**config.mk**
```make
export PLATFORM = sky130hd
export DESIGN_NAME = twos_to_sign_mag
export DESIGN_NICKNAME = d
export VERILOG_FILES = /design/src/rtl/sm_conv_pkg.sv /design/src/rtl/serial_negate_bit.sv /design/src/rtl/twos_to_sign_mag.sv
export SDC_FILE = /design/constraint.sdc
export NUM_CORES = 1
export LEC_CHECK = 0
export ABC_CLOCK_PERIOD_IN_PS = 1400
export BUFFER_PORTS_ARGS = -buffer_cell sky130_fd_sc_hd__buf_2
export CELL_PAD_IN_SITES_DETAIL_PLACEMENT = 1
export CELL_PAD_IN_SITES_GLOBAL_PLACEMENT = 1
export CORE_ASPECT_RATIO = 0.75
export CORE_MARGIN = 4
export CORE_UTILIZATION = 30
export CTS_CLUSTER_DIAMETER = 80
export DETAILED_ROUTE_END_ITERATION = 8
export GPL_ROUTABILITY_DRIVEN = 1
export PLACE_DENSITY_LB_ADDON = 0.1
export SLEW_MARGIN = 30
export SYNTH_ARGS = -nofsm -noshare
export SYNTH_HDL_FRONTEND = slang
export SYNTH_SLANG_ARGS = --single-unit
```
**constraint.sdc**
```tcl
create_clock -name clk -period 1.4 [get_ports clk]
set_input_delay 0.14 -clock clk [delete_from_list [all_inputs] [get_ports clk]]
set_output_delay 0.14 -clock clk [all_outputs]
set_load 0.02 [all_outputs]
```
**src/rtl/sm_conv_pkg.sv**
```systemverilog
// Shared types and constants for the serial two's-complement to sign-magnitude converter.
package sm_conv_pkg;
   localparam int WIDTH_DEF = 8;
   localparam logic [WIDTH_DEF-1:0] MOST_NEG = 8'h80;

   typedef enum logic [1:0] {IDLE, SHIFT, DONE} state_t;
endpackage

```
**src/rtl/serial_negate_bit.sv**
```systemverilog
// One bit step of serial two's-complement negation: bits pass until the first 1, then invert.
module serial_negate_bit (
   input  logic in_bit,
   input  logic neg,
   input  logic seen_one,
   output logic out_bit,
   output logic seen_one_next
);
   assign out_bit       = neg ? (in_bit ^ seen_one) : in_bit;
   assign seen_one_next = seen_one | in_bit;
endmodule

```
**src/rtl/twos_to_sign_mag.sv**
```systemverilog
// Bit-serial two's-complement to sign-magnitude converter with valid/ready handshake.
// Define SM_SAT_EN to saturate the most negative operand to -(2^(WIDTH-1)-1).
module twos_to_sign_mag
   import sm_conv_pkg::*;
#(
   parameter int WIDTH = WIDTH_DEF
) (
   input  logic             clk,
   input  logic             rst_n,
   input  logic             in_valid,
   output logic             in_ready,
   input  logic [WIDTH-1:0] in_data,
   output logic             out_valid,
   input  logic             out_ready,
   output logic [WIDTH-1:0] d,
   output logic             ovfl
);
   localparam int CW = (WIDTH > 1) ? $clog2(WIDTH) : 1;
   localparam logic [CW-1:0] LAST = CW'(WIDTH - 1);

   state_t           state_q, state_d;
   logic [WIDTH-1:0] opnd_q, opnd_d;
   logic [WIDTH-2:0] res_q, res_d;
   logic             sign_q, sign_d;
   logic             seen_q, seen_d;
   logic [CW-1:0]    cnt_q, cnt_d;
   logic [WIDTH-1:0] dout_q, dout_d;
   logic             ovfl_q, ovfl_d;

   logic             nbit, seen_nxt;
   logic [WIDTH-1:0] res_full;

   serial_negate_bit u_neg (
      .in_bit        (opnd_q[0]),
      .neg           (sign_q),
      .seen_one      (seen_q),
      .out_bit       (nbit),
      .seen_one_next (seen_nxt)
   );

   // Result as it stands once the current bit has been shifted in.
   assign res_full = {nbit, res_q};

   always_comb begin
      state_d = state_q;
      opnd_d  = opnd_q;
      res_d   = res_q;
      sign_d  = sign_q;
      seen_d  = seen_q;
      cnt_d   = cnt_q;
      dout_d  = dout_q;
      ovfl_d  = ovfl_q;
      case (state_q)
         IDLE: begin
            if (in_valid) begin
               opnd_d  = in_data;
               sign_d  = in_data[WIDTH-1];
               res_d   = '0;
               seen_d  = 1'b0;
               cnt_d   = '0;
               state_d = SHIFT;
            end
         end
         SHIFT: begin
            opnd_d = opnd_q >> 1;
            res_d  = res_full[WIDTH-1:1];
            seen_d = seen_nxt;
            cnt_d  = cnt_q + CW'(1);
            if (cnt_q == LAST) begin
               // Only the most negative operand negates back to itself.
               ovfl_d = (res_full == WIDTH'(MOST_NEG));
`ifdef SM_SAT_EN
               if (ovfl_d) dout_d = '1;
               else        dout_d = {sign_q, res_full[WIDTH-2:0]};
`else
               dout_d = {sign_q, res_full[WIDTH-2:0]};
`endif
               state_d = DONE;
            end
         end
         DONE: begin
            if (out_ready) state_d = IDLE;
         end
         default: state_d = IDLE;
      endcase
   end

   always_ff @(posedge clk) begin
      if (!rst_n) begin
         state_q <= IDLE;
         opnd_q  <= '0;
         res_q   <= '0;
         sign_q  <= 1'b0;
         seen_q  <= 1'b0;
         cnt_q   <= '0;
         dout_q  <= '0;
         ovfl_q  <= 1'b0;
      end else begin
         state_q <= state_d;
         opnd_q  <= opnd_d;
         res_q   <= res_d;
         sign_q  <= sign_d;
         seen_q  <= seen_d;
         cnt_q   <= cnt_d;
         dout_q  <= dout_d;
         ovfl_q  <= ovfl_d;
      end
   end

   assign in_ready  = (state_q == IDLE);
   assign out_valid = (state_q == DONE);
   assign d         = dout_q;
   assign ovfl      = ovfl_q;
endmodule
```
======== Yosys cells after proc, flatten, opt, wreduce, memory -nomap -nowiden ========
Cells that the tools add are included.
storage, ports and cells
  latch bits .............................. 0
  memory bits (read-only) ................. 0
  bits of input ports ..................... 12
  bits in registers ....................... 31
  output and inout bits ................... 11
  bits in writable memories ............... 0
  logic and storage cells ................. 37
  memories kept ........................... 0
operators by class
  magnitude comparators ................... 0
  reduce and logical (&&, ||, !) cells .... 6
  mux-type cells .......................... 13
  shift operators ......................... 0
  divide/modulo/power cells ............... 0
  add/sub/neg operators ................... 1
  $mul .................................... 0
  bitwise logic cells ..................... 2
  equality and inequality tests ........... 7
operators by type and width
  cell                 count
  $pmux 8 s2           1
  $pmux 7 s2           1
  $eq 8x8->1 const B   1
  $mux 8               1
  $mux 7               1
  $mux 2               3
  $pmux 2 s3           1
  $pmux 3 s2           1
  $reduce_and 2->1     3
  $ne 2x2->1 const B   2
  $add 3x1->3 const B  1
  $eq 3x3->1 const B   1
  $mux 3               1
  $reduce_and 3->1     1
  $eq 2x1->1 const B   1
  $eq 2x2->1 const B   1
  $logic_not 2->1      1
  $mux 1               2
  $ne 2x1->1 const B   1
  $pmux 1 s2           1
  $reduce_bool 2->1    1
  $or 1x1->1           1
  $xor 1x1->1          1

======== Longest topological paths before layout ========
  word-level depth ........................ 3
  gate-level depth with buffers ........... 6

======== Cells and area by module ========
A second synthesis with hierarchy kept.
unflattened totals
  cells, all modules ...................... 144
  area total of the unflattened synthesis .. 1412.6 µm²
modules (own cells, without submodules)
  module             area an instance (µm²)  cells each  times used
  twos_to_sign_mag   1373.8                  139         1
  serial_negate_bit  38.8                    5           1

======== Worst setup path after synthesis ========
Ideal clock, no wire load.
  path type ............................... reg-to-reg
  start ................................... register cnt_q[0]
  end ..................................... register dout_q[7], in the netlist d[7]
  arrival ................................. 1.216 ns
  path buffers ............................ 1
  slack ................................... 0.068 ns
  setup time .............................. 0.116 ns
  clock period less this slack ............ 1.332 ns
  stages on the path, launching flop included .. 7
  data required time ...................... 1.284 ns
  path through ............................ dfxtp_1 > ha_1 > ha_1 > buf_4 > nand3b_2 > mux2i_1 > nor2b_1
between the ends
  word-level cells in the longest chain between the ends .. 2
RTL lines
  what                               line                     RTL
  start, declared                    twos_to_sign_mag.sv:26   logic [CW-1:0] cnt_q, cnt_d;
  start signal, assigned             twos_to_sign_mag.sv:104  cnt_q <= cnt_d;
  $eq 3x3->1                         twos_to_sign_mag.sv:69   if (cnt_q == LAST) begin
  $reduce_and 2->1 (no source line)  -
  end signal, assigned               twos_to_sign_mag.sv:105  dout_q <= dout_d;
  end, declared                      twos_to_sign_mag.sv:27   logic [WIDTH-1:0] dout_q, dout_d;
Every way passes these cells.
A chain may end at the register's enable or synchronous reset.

======== Worst setup path in the final report ========
  start ................................... register cnt_q[1]
  end ..................................... register ovfl_q, in the netlist ovfl
between the ends
  word-level cells in the longest chain between the ends .. 2
RTL lines
  what                               line                     RTL
  $eq 3x3->1                         twos_to_sign_mag.sv:69
  $reduce_and 2->1 (no source line)  -
  end signal, assigned               twos_to_sign_mag.sv:106  ovfl_q <= ovfl_d;
  end, declared                      twos_to_sign_mag.sv:28   logic ovfl_q, ovfl_d;
Every way passes these cells.

==> flow_metrics.env <==
export IMPL_ioPinCount=23
export IMPL_period_needed_ps=1330
export IMPL_setup_violations=0
export IMPL_hold_class="input port to flip-flop"
export IMPL_clk_pin_slew_ps=60
export IMPL_synth_cell_type_count=30
export IMPL_cp_max_fo=5
export IMPL_fp_dieW_um=86.7
export IMPL_yosys_most_used_dff="dfxtp_1"
export IMPL_place_congestion=0.712
export IMPL_antenna_left=0
export IMPL_port_buffer_count=22
export IMPL_ys_seq_area_share_pct=44.5
export IMPL_crit_required_ps=1590
export IMPL_preCtsSetupSlack_ps=-45.9
export IMPL_fmax_mhz=753
export IMPL_numClockSinks=31
export IMPL_yosys_warnings=0
export IMPL_grt_pass1_wl_um=5240
export IMPL_n_antenna_cell=0
export IMPL_grt_pass1_vias=1061
export IMPL_design_die_area_um2=5820
export IMPL_overflow=0
export IMPL_p_sw_uw=433
export IMPL_path_class="flip-flop to flip-flop"
export IMPL_placedCellCount=210
export IMPL_synthArstFlopShare_pct=0
export IMPL_drtIter0Drc=19
export IMPL_dpl_cell_area_um2=1530
export IMPL_hold_violations=0
export IMPL_stdcell_count=219
export IMPL_die_y_um=67.1
export IMPL_core_um2=4470
export IMPL_internal_power_mw=1.38
export IMPL_status="complete, no violations"
export IMPL_clock_path_buffers=2
export IMPL_drt_wl_total_um=3180
export IMPL_vias=1045
export IMPL_syn_area_um2=1400
export IMPL_drt_pass1_iterations=4
export IMPL_cts_tree="done"
export IMPL_htree_levels=2
export IMPL_synth_edf_count=0
export IMPL_design_area_um2=1680
export IMPL_nNetsFinal=177
export IMPL_crit_path_end_kind="flip-flop"
export IMPL_slew_headroom_pct=75.5
export IMPL_hpwl_um=2310
export IMPL_fin_skew_ps=1.85
export IMPL_drc=0
export IMPL_power_density_nw_per_um2=1080
export IMPL_seq_power_share_pct=51.6
export IMPL_numCtsBuffers=5
export IMPL_avgSynthCellArea_um2=10.3
export IMPL_ctsHoldBuffers=0
export IMPL_wl_per_cell_um=14.5
export IMPL_power_frac_clock_pct=38.8
export IMPL_mostFrequentLayoutCells="27 x dfxtp_1, 22 x buf_2, 16 x nand2_1, 13 x nor2b_1, 11 x mux2i_1"
export IMPL_leakagePower_nw=0.719
export IMPL_viasPerCell=4.77
export IMPL_max_cap_violations=0
export IMPL_finalCritPeriodShare_pct=94.9
export IMPL_grt_usage_pct=12.0
export IMPL_final_common_cell="dfxtp_1"
export IMPL_antenna_found_initial=0
export IMPL_root_buffer="clkbuf_8"
export IMPL_clock_latency_ps=270
export IMPL_combPwrFrac_pct=9.7
export IMPL_fin_ws_ps=71.6
export IMPL_cp_start_kind="flip-flop"
export IMPL_syn_num_nets=150
export IMPL_row_count=21
export IMPL_worstMarginPinSlew_ps=367
export IMPL_ys_seq_elements=31
export IMPL_arrival_ps=1520
export IMPL_max_vdd_ir_drop_v=0.000438
export IMPL_synth_cells=135
export IMPL_drv_slew=0
export IMPL_grt_max_degree=23
export IMPL_switching_share_pct=23.9
export IMPL_syn_to_final_growth_pct=20.4
export IMPL_initial_core_util_pct=31.2
export IMPL_final_layout_size_suffix_gt1_share_pct=30.2
export IMPL_rsz0062_at_grt="yes"
==> cell type report <==
class	instances	area, um^2
Fill cell	526	2790
Multi-Input combinational cell	92	716
Sequential cell	31	628
Timing Repair Buffer	30	170
Clock buffer	6	82.6
Tap cell	57	71.3
Inverter	2	7.51
Clock inverter	1	5.00
==> cell families (layout without fill, tap and decap cells) <==
kind of cell	after synthesis	count (layout)	synth area share [%]
buffers and inverters	12	39	7.00
flip-flops	31	31	44.5
AND/OR/NAND/NOR	50	50	20.4
adder cells (fa/ha/maj)	3	3	2.69
multiplexers	11	11	7.89
AO/OA/AOI/OAI	28	28	17.6
==> power by group through the flow <==
stage | clock (mW) | combinational, mW | sequential (mW)
finish | 0.704 | 0.176 | 0.937
global route | 0.774 | 0.199 | 0.939
CTS | 0.732 | 0.178 | 0.935
detailed placement | 0 | 0.176 | 0.955
global placement | 0 | 0.171 | 0.952
floorplan | 0 | 0.149 | 0.944
==> synthesized netlist by cell type, drive strengths merged (3+ instances only) <==
| cell type | count | share of area (%) |
|---|---|---|
| dfxtp | 31 | 44 |
| a22oi | 9 | 4.8 |
| nand3 | 8 | 2.9 |
| a21boi | 8 | 4.3 |
| buf | 7 | 5.6 |
| clkbuf | 3 | 0.81 |
| nand2 | 16 | 4.3 |
| mux2i | 11 | 7.9 |
| o211a | 6 | 4.3 |
| nor2b | 14 | 6.8 |
| ha | 3 | 2.7 |
==> sequential cells by signal (all words and copies together), names as in the netlist <==
signal and flops:
seen_q 1, d 8, ovfl 1, res_q 7, cnt_q 3, opnd_q 8
sign_q 1, state_q 2
==> path summary, 6_finish.rpt <==
check / slack (ps) / depth (start not counted) / start / endpoint
worst min-delay path: 140 / 3 / out_ready / state_q[1]
worst max-delay path: 70 / 5 / cnt_q[1] / ovfl
worst max register to register: 70 / 5 / cnt_q[1] / ovfl
worst min register to register: 450 / 2 / d[5] / d[5]
==> metal layers <==
metal | vias to the layer above | GRT usage (%) | part of all wire [%] | wire length, um
met3 | 0 | 3.83 | 2.5 | 80
met2 | 9 | 18.6 | 46 | 1460
met1 | 510 | 15.6 | 52 | 1640
met5 | - | 0 | 0 | 0
li1 | 526 | - | - | -
met4 | 0 | 4.09 | 0 | 0
==> worst max-delay path, stage by stage (launching register included) <==
cell and delay [ps]:
dfxtp_2 360, ha_4 140, ha_4 150, nor4b_4 210, nand4b_1 130, o31ai_1 260
==> what timing repair did <==
action,in CTS,in global routing
gates resized for setup,3,8
pin swaps,0,3
setup endpoints to repair,2,5
setup buffers,0,2
==> per-stage QoR <==
stage          util, %  hold WS, ps  setup TNS [ps]  total power [mW]
6_report          37.6          143               0              1.82
5_1_grt           37.6          152           -37.8              1.91
4_1_cts           36.7          142               0              1.84
3_5_place_dp      34.3          435           -45.9              1.13
3_3_place_gp      34.3          419               0              1.12
2_1_floorplan        -          293               0              1.09
Note: power is estimated with default switching activity, not from simulation.
